`src/rtl/rice_pkg.sv`:
```
// Shared types and defaults for the Rice unary (quotient) decoder and its
// leading-zero counter.
package rice_pkg;

  localparam int DEF_WIDTH = 64;
  localparam int DEF_QW    = 10;

  typedef enum logic [1:0] {
    SCAN = 2'd0,
    RUN  = 2'd1,
    HOLD = 2'd2,
    ERR  = 2'd3
  } state_e;

  // Consume-length width: must hold the value WIDTH itself.
  function automatic int lw_of(input int width);
    return $clog2(width) + 1;
  endfunction

endpackage

```
`src/rtl/lzc_tree.sv`:
```
// Log-depth leading-zero counter. Bit WIDTH-1 is the first stream bit; an
// all-zero word reports WIDTH.
module lzc_tree #(
  parameter int WIDTH = 64,
  parameter int LW    = $clog2(WIDTH) + 1
) (
  input  logic [WIDTH-1:0] in_data,
  output logic [LW-1:0]    lz,
  output logic             all_zero
);

  localparam int LEVELS = $clog2(WIDTH);

  // Node i of level l covers 2**l bits; node 0 is the MSB-most span.
  for (genvar l = 0; l <= LEVELS; l++) begin : g_lvl
    localparam int N = WIDTH >> l;
    logic [LW-1:0] cnt  [N];
    logic          zero [N];
    if (l == 0) begin : g_leaf
      for (genvar i = 0; i < N; i++) begin : g_n
        assign zero[i] = ~in_data[WIDTH-1-i];
        assign cnt[i]  = {{(LW-1){1'b0}}, ~in_data[WIDTH-1-i]};
      end
    end else begin : g_node
      localparam int SPAN = 1 << (l - 1);
      for (genvar i = 0; i < N; i++) begin : g_n
        assign zero[i] = g_lvl[l-1].zero[2*i] & g_lvl[l-1].zero[2*i+1];
        assign cnt[i]  = g_lvl[l-1].zero[2*i]
                         ? LW'(SPAN) + g_lvl[l-1].cnt[2*i+1]
                         : g_lvl[l-1].cnt[2*i];
      end
    end
  end

  assign lz       = g_lvl[LEVELS].cnt[0];
  assign all_zero = g_lvl[LEVELS].zero[0];

endmodule

```
`src/rtl/rice_unary_decoder.sv`:
```
// Streaming Rice quotient decoder: counts leading zeros across consecutive
// MSB-aligned windows until the terminating '1', then presents the quotient.
module rice_unary_decoder
  import rice_pkg::*;
#(
  parameter int WIDTH = DEF_WIDTH,
  parameter int QW    = DEF_QW,
  parameter int LW    = lw_of(WIDTH)
) (
  input  logic             clk,
  input  logic             reset,
  input  logic             peen,
  input  logic             in_valid,
  input  logic [WIDTH-1:0] in_data,
  output logic             in_ready,
  output logic             cons_valid,
  output logic [LW-1:0]    cons_len,
  output logic             out_valid,
  input  logic             out_ready,
  output logic [QW-1:0]    q_out,
  output logic [QW:0]      q_len,
  output logic             ovf,
  output state_e           state_dbg
);

  // Handshakes: a transfer happens on a rising edge where valid and ready are
  // both 1; ready never depends on valid of the same interface.

  localparam logic [QW+1:0] MAX_Q = {2'b00, {QW{1'b1}}};

  state_e        state_q, state_d;
  logic [QW:0]   acc_q, acc_d;
  logic          out_valid_q, out_valid_d;
  logic [QW-1:0] q_out_q, q_out_d;
  logic [QW:0]   q_len_q, q_len_d;
  logic          cons_valid_q, cons_valid_d;
  logic [LW-1:0] cons_len_q, cons_len_d;
  logic          ovf_q, ovf_d;

  logic [LW-1:0] lz;
  logic          all_zero;
  logic          accept;
  logic [QW+1:0] sum;

  lzc_tree #(.WIDTH(WIDTH), .LW(LW)) u_lzc (
    .in_data  (in_data),
    .lz       (lz),
    .all_zero (all_zero)
  );

  assign in_ready = ~reset & peen &
                    ((state_q == SCAN) || (state_q == RUN) ||
                     ((state_q == HOLD) && out_ready));
  assign accept   = in_valid & in_ready;
  assign sum      = {1'b0, acc_q} + (QW+2)'(lz);

  always_comb begin
    state_d      = state_q;
    acc_d        = acc_q;
    out_valid_d  = out_valid_q;
    q_out_d      = q_out_q;
    q_len_d      = q_len_q;
    cons_valid_d = 1'b0;
    cons_len_d   = '0;
    ovf_d        = ovf_q;

    if ((state_q == HOLD) && out_ready) begin
      out_valid_d = 1'b0;
      state_d     = (acc_q != '0) ? RUN : SCAN;
    end

    // A new word overrides the retirement outcome on the same edge.
    if (accept) begin
      cons_valid_d = 1'b1;
      cons_len_d   = all_zero ? LW'(WIDTH) : lz + LW'(1);
      if (sum > MAX_Q) begin
        ovf_d       = 1'b1;
        out_valid_d = 1'b0;
        state_d     = ERR;
      end else if (!all_zero) begin
        q_out_d     = sum[QW-1:0];
        q_len_d     = sum[QW:0] + (QW+1)'(1);
        out_valid_d = 1'b1;
        acc_d       = '0;
        state_d     = HOLD;
      end else begin
        acc_d   = sum[QW:0];
        state_d = RUN;
      end
    end
  end

  always_ff @(posedge clk) begin
    if (reset) begin
      state_q      <= SCAN;
      acc_q        <= '0;
      out_valid_q  <= 1'b0;
      q_out_q      <= '0;
      q_len_q      <= '0;
      cons_valid_q <= 1'b0;
      cons_len_q   <= '0;
      ovf_q        <= 1'b0;
    end else begin
      state_q      <= state_d;
      acc_q        <= acc_d;
      out_valid_q  <= out_valid_d;
      q_out_q      <= q_out_d;
      q_len_q      <= q_len_d;
      cons_valid_q <= cons_valid_d;
      cons_len_q   <= cons_len_d;
      ovf_q        <= ovf_d;
    end
  end

  assign out_valid  = out_valid_q;
  assign q_out      = q_out_q;
  assign q_len      = q_len_q;
  assign cons_valid = cons_valid_q;
  assign cons_len   = cons_len_q;
  assign ovf        = ovf_q;
  assign state_dbg  = state_q;

endmodule

```
`config.mk`:
```
export PLATFORM = sky130hd
export DESIGN_NAME = rice_unary_decoder
export DESIGN_NICKNAME = d
export VERILOG_FILES = /design/src/rtl/rice_pkg.sv /design/src/rtl/lzc_tree.sv /design/src/rtl/rice_unary_decoder.sv
export SDC_FILE = /design/constraint.sdc
export NUM_CORES = 1
export LEC_CHECK = 0
export ABC_AREA = 0
export CAP_MARGIN = 10
export CORE_MARGIN = 8
export CORE_UTILIZATION = 46
export DETAILED_ROUTE_END_ITERATION = 16
export PLACE_DENSITY = 0.87
export SETUP_SLACK_MARGIN = 0.15
export SLEW_MARGIN = 20
export SYNTH_ARGS = -nofsm -noshare
export SYNTH_HDL_FRONTEND = slang
export SYNTH_HIERARCHICAL = 1
export SYNTH_SLANG_ARGS = --single-unit
```
`constraint.sdc`:
```
create_clock -name clk -period 5 [get_ports clk]
set_input_delay 0.5 -clock clk [delete_from_list [all_inputs] [get_ports clk]]
set_output_delay 0.5 -clock clk [all_outputs]
set_load 0.1 [all_outputs]
```
==> metrics.yaml <==
diodes: 0
areaGrowthSynthToFinish_pct: 43.3
yosysWarnings: 6
finalHoldViolations: 0
min_period_ns: 4.64
cpLargestDelayFamily: "simple AND/OR/NAND/NOR gates"
coreArea_sq_um: 6420
syn-cell-area_sq_um: 3070
path_class: "in2reg"
synth-seq-cells: 44
min_period_over_period_pct: 92.8
cts_tree: "done"
synthesis.nets: 467
slew_headroom_pct: 32.3
worst-path-buf-inv: 3
track_usage_pct: 19.3
gr-total-overflow: 0
leakage_nw: 1.56
end_kind: "flop"
final_nets: 579
portBuffers: 102
post_drt_via_cell_ratio: 5.67
max_stage_delay_ns: 0.55
p_per_area_nw_per_um2: 188
post_cts_buffers: 0
final_cells: 578
row_count: 29
worst-path-max-fanout: 5
async_flop_share_pct: 0
synth_cell_type_count: 65
cts_buffer_depth: 2
ant_nets: 0
cp-start-kind: "input pin"
wl_per_cell_microns: 16.2
ir_drop_uv: 172
die_area_sq_um: 9550
drive_gt1_share_pct: 10.4
antenna_found_initial: 0
synth-seq-area-share_pct: 28.7
drc: 0
dp_hpwl_microns: 7500
cts_sinks: 44
totalWireLength_microns: 9380
cts_root_buf: "clkbuf_8"
setup_violations: 0
postPlaceCellArea_sq_um: 4240
crit_chain: "clkdlybuf4s50_1 -> or4_4 -> or4b_4 -> or3_4 -> nor3_1 -> a22oi_2 -> ha_1 -> inv_1 -> fa_1 -> inv_1 -> ha_1 -> nand2_1 -> nor4_2 -> and3_1 -> xnor2_1 -> a211oi_2"
fin_skew_ns: 0.0111
htree_levels: 2
gp_congestion: 0.906
worstMarginPinSlew_ns: 1.01
final_core_util_pct: 68.5
holdCritPathClass: "reg2reg"
slowest_stage: "or4_4"
grt_pass1_vias: 3260
drt_iter0_markers: 247
status: "completed"
cts_buffers: 5
die_w_microns: 97.7
synth_flop_cell: "dfxtp_1"
syn_inst: 388
synth-edff-count: 0
io_pins: 103
vias: 3275
avgSynthCellArea_sq_um: 7.91
initial_core_util_pct: 47.8
max_freq_mhz: 216
firstDrtPassIters: 4
cp.arrival_ns: 4.85
insertion_delay_ns: 0.29
rsz0062_at_grt: "false"
grt_first_pass_wirelength_microns: 15700
maxCapViolations: 0
nFillCells: 508
grt_max_degree: 35
placed_cells: 570
total_power_mw: 0.828
path_clk_slew_ns: 0.08
die_y_microns: 97.7
cp.required_ns: 5.22
fin_area_sq_um: 4400
drv_slew: 0
==> cells in the final DEF (no fill, tap or decap), types with 2 or more instances in the layout <==
master,Yosys,routed
a2111oi_0,2,2
a211oi_1,3,3
a211oi_2,8,8
a21o_1,2,2
a21oi_1,31,30
a21oi_4,1,3
a221oi_1,2,2
a31oi_1,3,3
and2_1,3,3
and3_1,4,4
buf_4,3,15
clkbuf_8,0,5
clkdlybuf4s50_1,0,102
dfxtp_1,44,44
ha_1,9,9
inv_1,16,16
mux2i_1,9,9
nand2_1,15,15
nand2b_1,19,19
nand3_1,15,15
nand4_1,5,5
nor2_1,66,66
nor2b_1,9,9
nor3_1,11,11
nor3b_1,4,3
nor4_1,14,12
nor4_2,0,2
o211ai_1,2,2
o211ai_2,2,2
o21ai_0,13,13
o21bai_1,3,3
o311ai_0,2,2
o31ai_1,5,5
or3_1,2,2
or4_1,5,5
xnor2_1,13,13
xor2_1,4,4
==> tightest hold or removal path, cell delays in order (launching register included) <==
cell and delay (ns):
dfxtp_1 0.31, inv_1 0.05, a21oi_1 0.05
==> report_power, final <==
part | switching [mW] | internal, mW | total, mW
registers | 0.00352 | 0.357 | 0.360
clock network | 0.116 | 0.148 | 0.264
logic | 0.115 | 0.0887 | 0.203
==> synthesized netlist by cell type (4+ instances only) <==
| cell | number | area, sq um |
|---|---|---|
| nor2_1 | 66 | 248 |
| clkbuf_1 | 4 | 15.0 |
| inv_1 | 16 | 60.1 |
| nand2b_1 | 19 | 119 |
| nor3b_1 | 4 | 30.0 |
| mux2i_1 | 9 | 90.1 |
| or4_1 | 5 | 37.5 |
| o31ai_1 | 5 | 37.5 |
| nand4_1 | 5 | 31.3 |
| nor4_1 | 14 | 87.6 |
| and3_1 | 4 | 25.0 |
| o21ai_0 | 13 | 65.1 |
| nor2b_1 | 9 | 56.3 |
| nand3_1 | 15 | 75.1 |
| a21oi_1 | 31 | 155 |
| nor3_1 | 11 | 55.1 |
| nand2_1 | 15 | 56.3 |
| buf_2 | 4 | 20.0 |
| dfxtp_1 | 44 | 881 |
| ha_1 | 9 | 113 |
| a211oi_2 | 8 | 100 |
| xnor2_1 | 13 | 114 |
| xor2_1 | 4 | 35.0 |
==> per-stage QoR <==
stage | setup TNS [ns] | setup slack [ns] | hold slack (ns)
after floorplan | 0 | 0.788 | 0.462
after global placement | 0 | 0.0733 | 0.437
after detailed placement | -0.214 | -0.0426 | 0.440
after CTS | 0 | 0.209 | 0.452
after global routing | 0 | 0.161 | 0.470
final | 0 | 0.361 | 0.452
==> area by class of cell <==
class                           count  area [sq um]  area share (%)
Timing Repair Buffer              118          1150            26.2
Inverter                           17          63.8            1.45
Sequential cell                    44           881            20.0
Tap cell                           77          96.3            2.19
Multi-Input combinational cell    314          2100            47.7
Clock inverter                      2          35.0           0.796
Clock buffer                        6          72.6            1.65
==> flip-flops by register name (all words and copies together) (netlist names) <==
| name | cells |
|---|---|
| out_valid | 1 |
| state_dbg | 2 |
| cons_valid | 1 |
| q_out | 10 |
| q_len | 11 |
| cons_len | 7 |
| ovf | 1 |
| acc_q | 11 |
==> per-layer routing <==
layer	vias to the layer above	GRT usage, %	wire length (microns)
met5	-	0	0
met4	0	2.64	66
met3	10	4.51	619
met2	104	35.0	4770
met1	1524	22.9	3930
li1	1637	-	-
==> worst paths after layout <==
check / start / endpoint / slack (ns) / cells past startpoint
setup reg to reg: acc_q[0] / q_len[1] / 2.37 / 11
hold / removal: ovf / ovf / 0.45 / 2
setup / recovery: in_data[36] / q_len[8] / 0.36 / 16
hold reg to reg: ovf / ovf / 0.45 / 2
==> cells by family after synthesis <==
| group | after synthesis | share of synthesized area (%) |
|---|---|---|
| adders and majority gates | 10 | 4.32 |
| AOI/OAI and AO/OA | 98 | 23.5 |
| xor gates and xnor gates | 18 | 5.38 |
| buffers and inverters | 30 | 4.69 |
| DFF | 44 | 28.7 |
| and+or+nand+nor | 179 | 30.5 |
| muxes | 9 | 2.93 |
==> repair_timing <==
| item | CTS | global route |
|---|---|---|
| hold buffers | 0 | 0 |
| gates resized for setup | 0 | 8 |
| endpoints found under the setup margin | 0 | 32 |
| endpoints found under the hold margin | 0 | 0 |
Note: power is estimated with default switching activity, not from simulation.
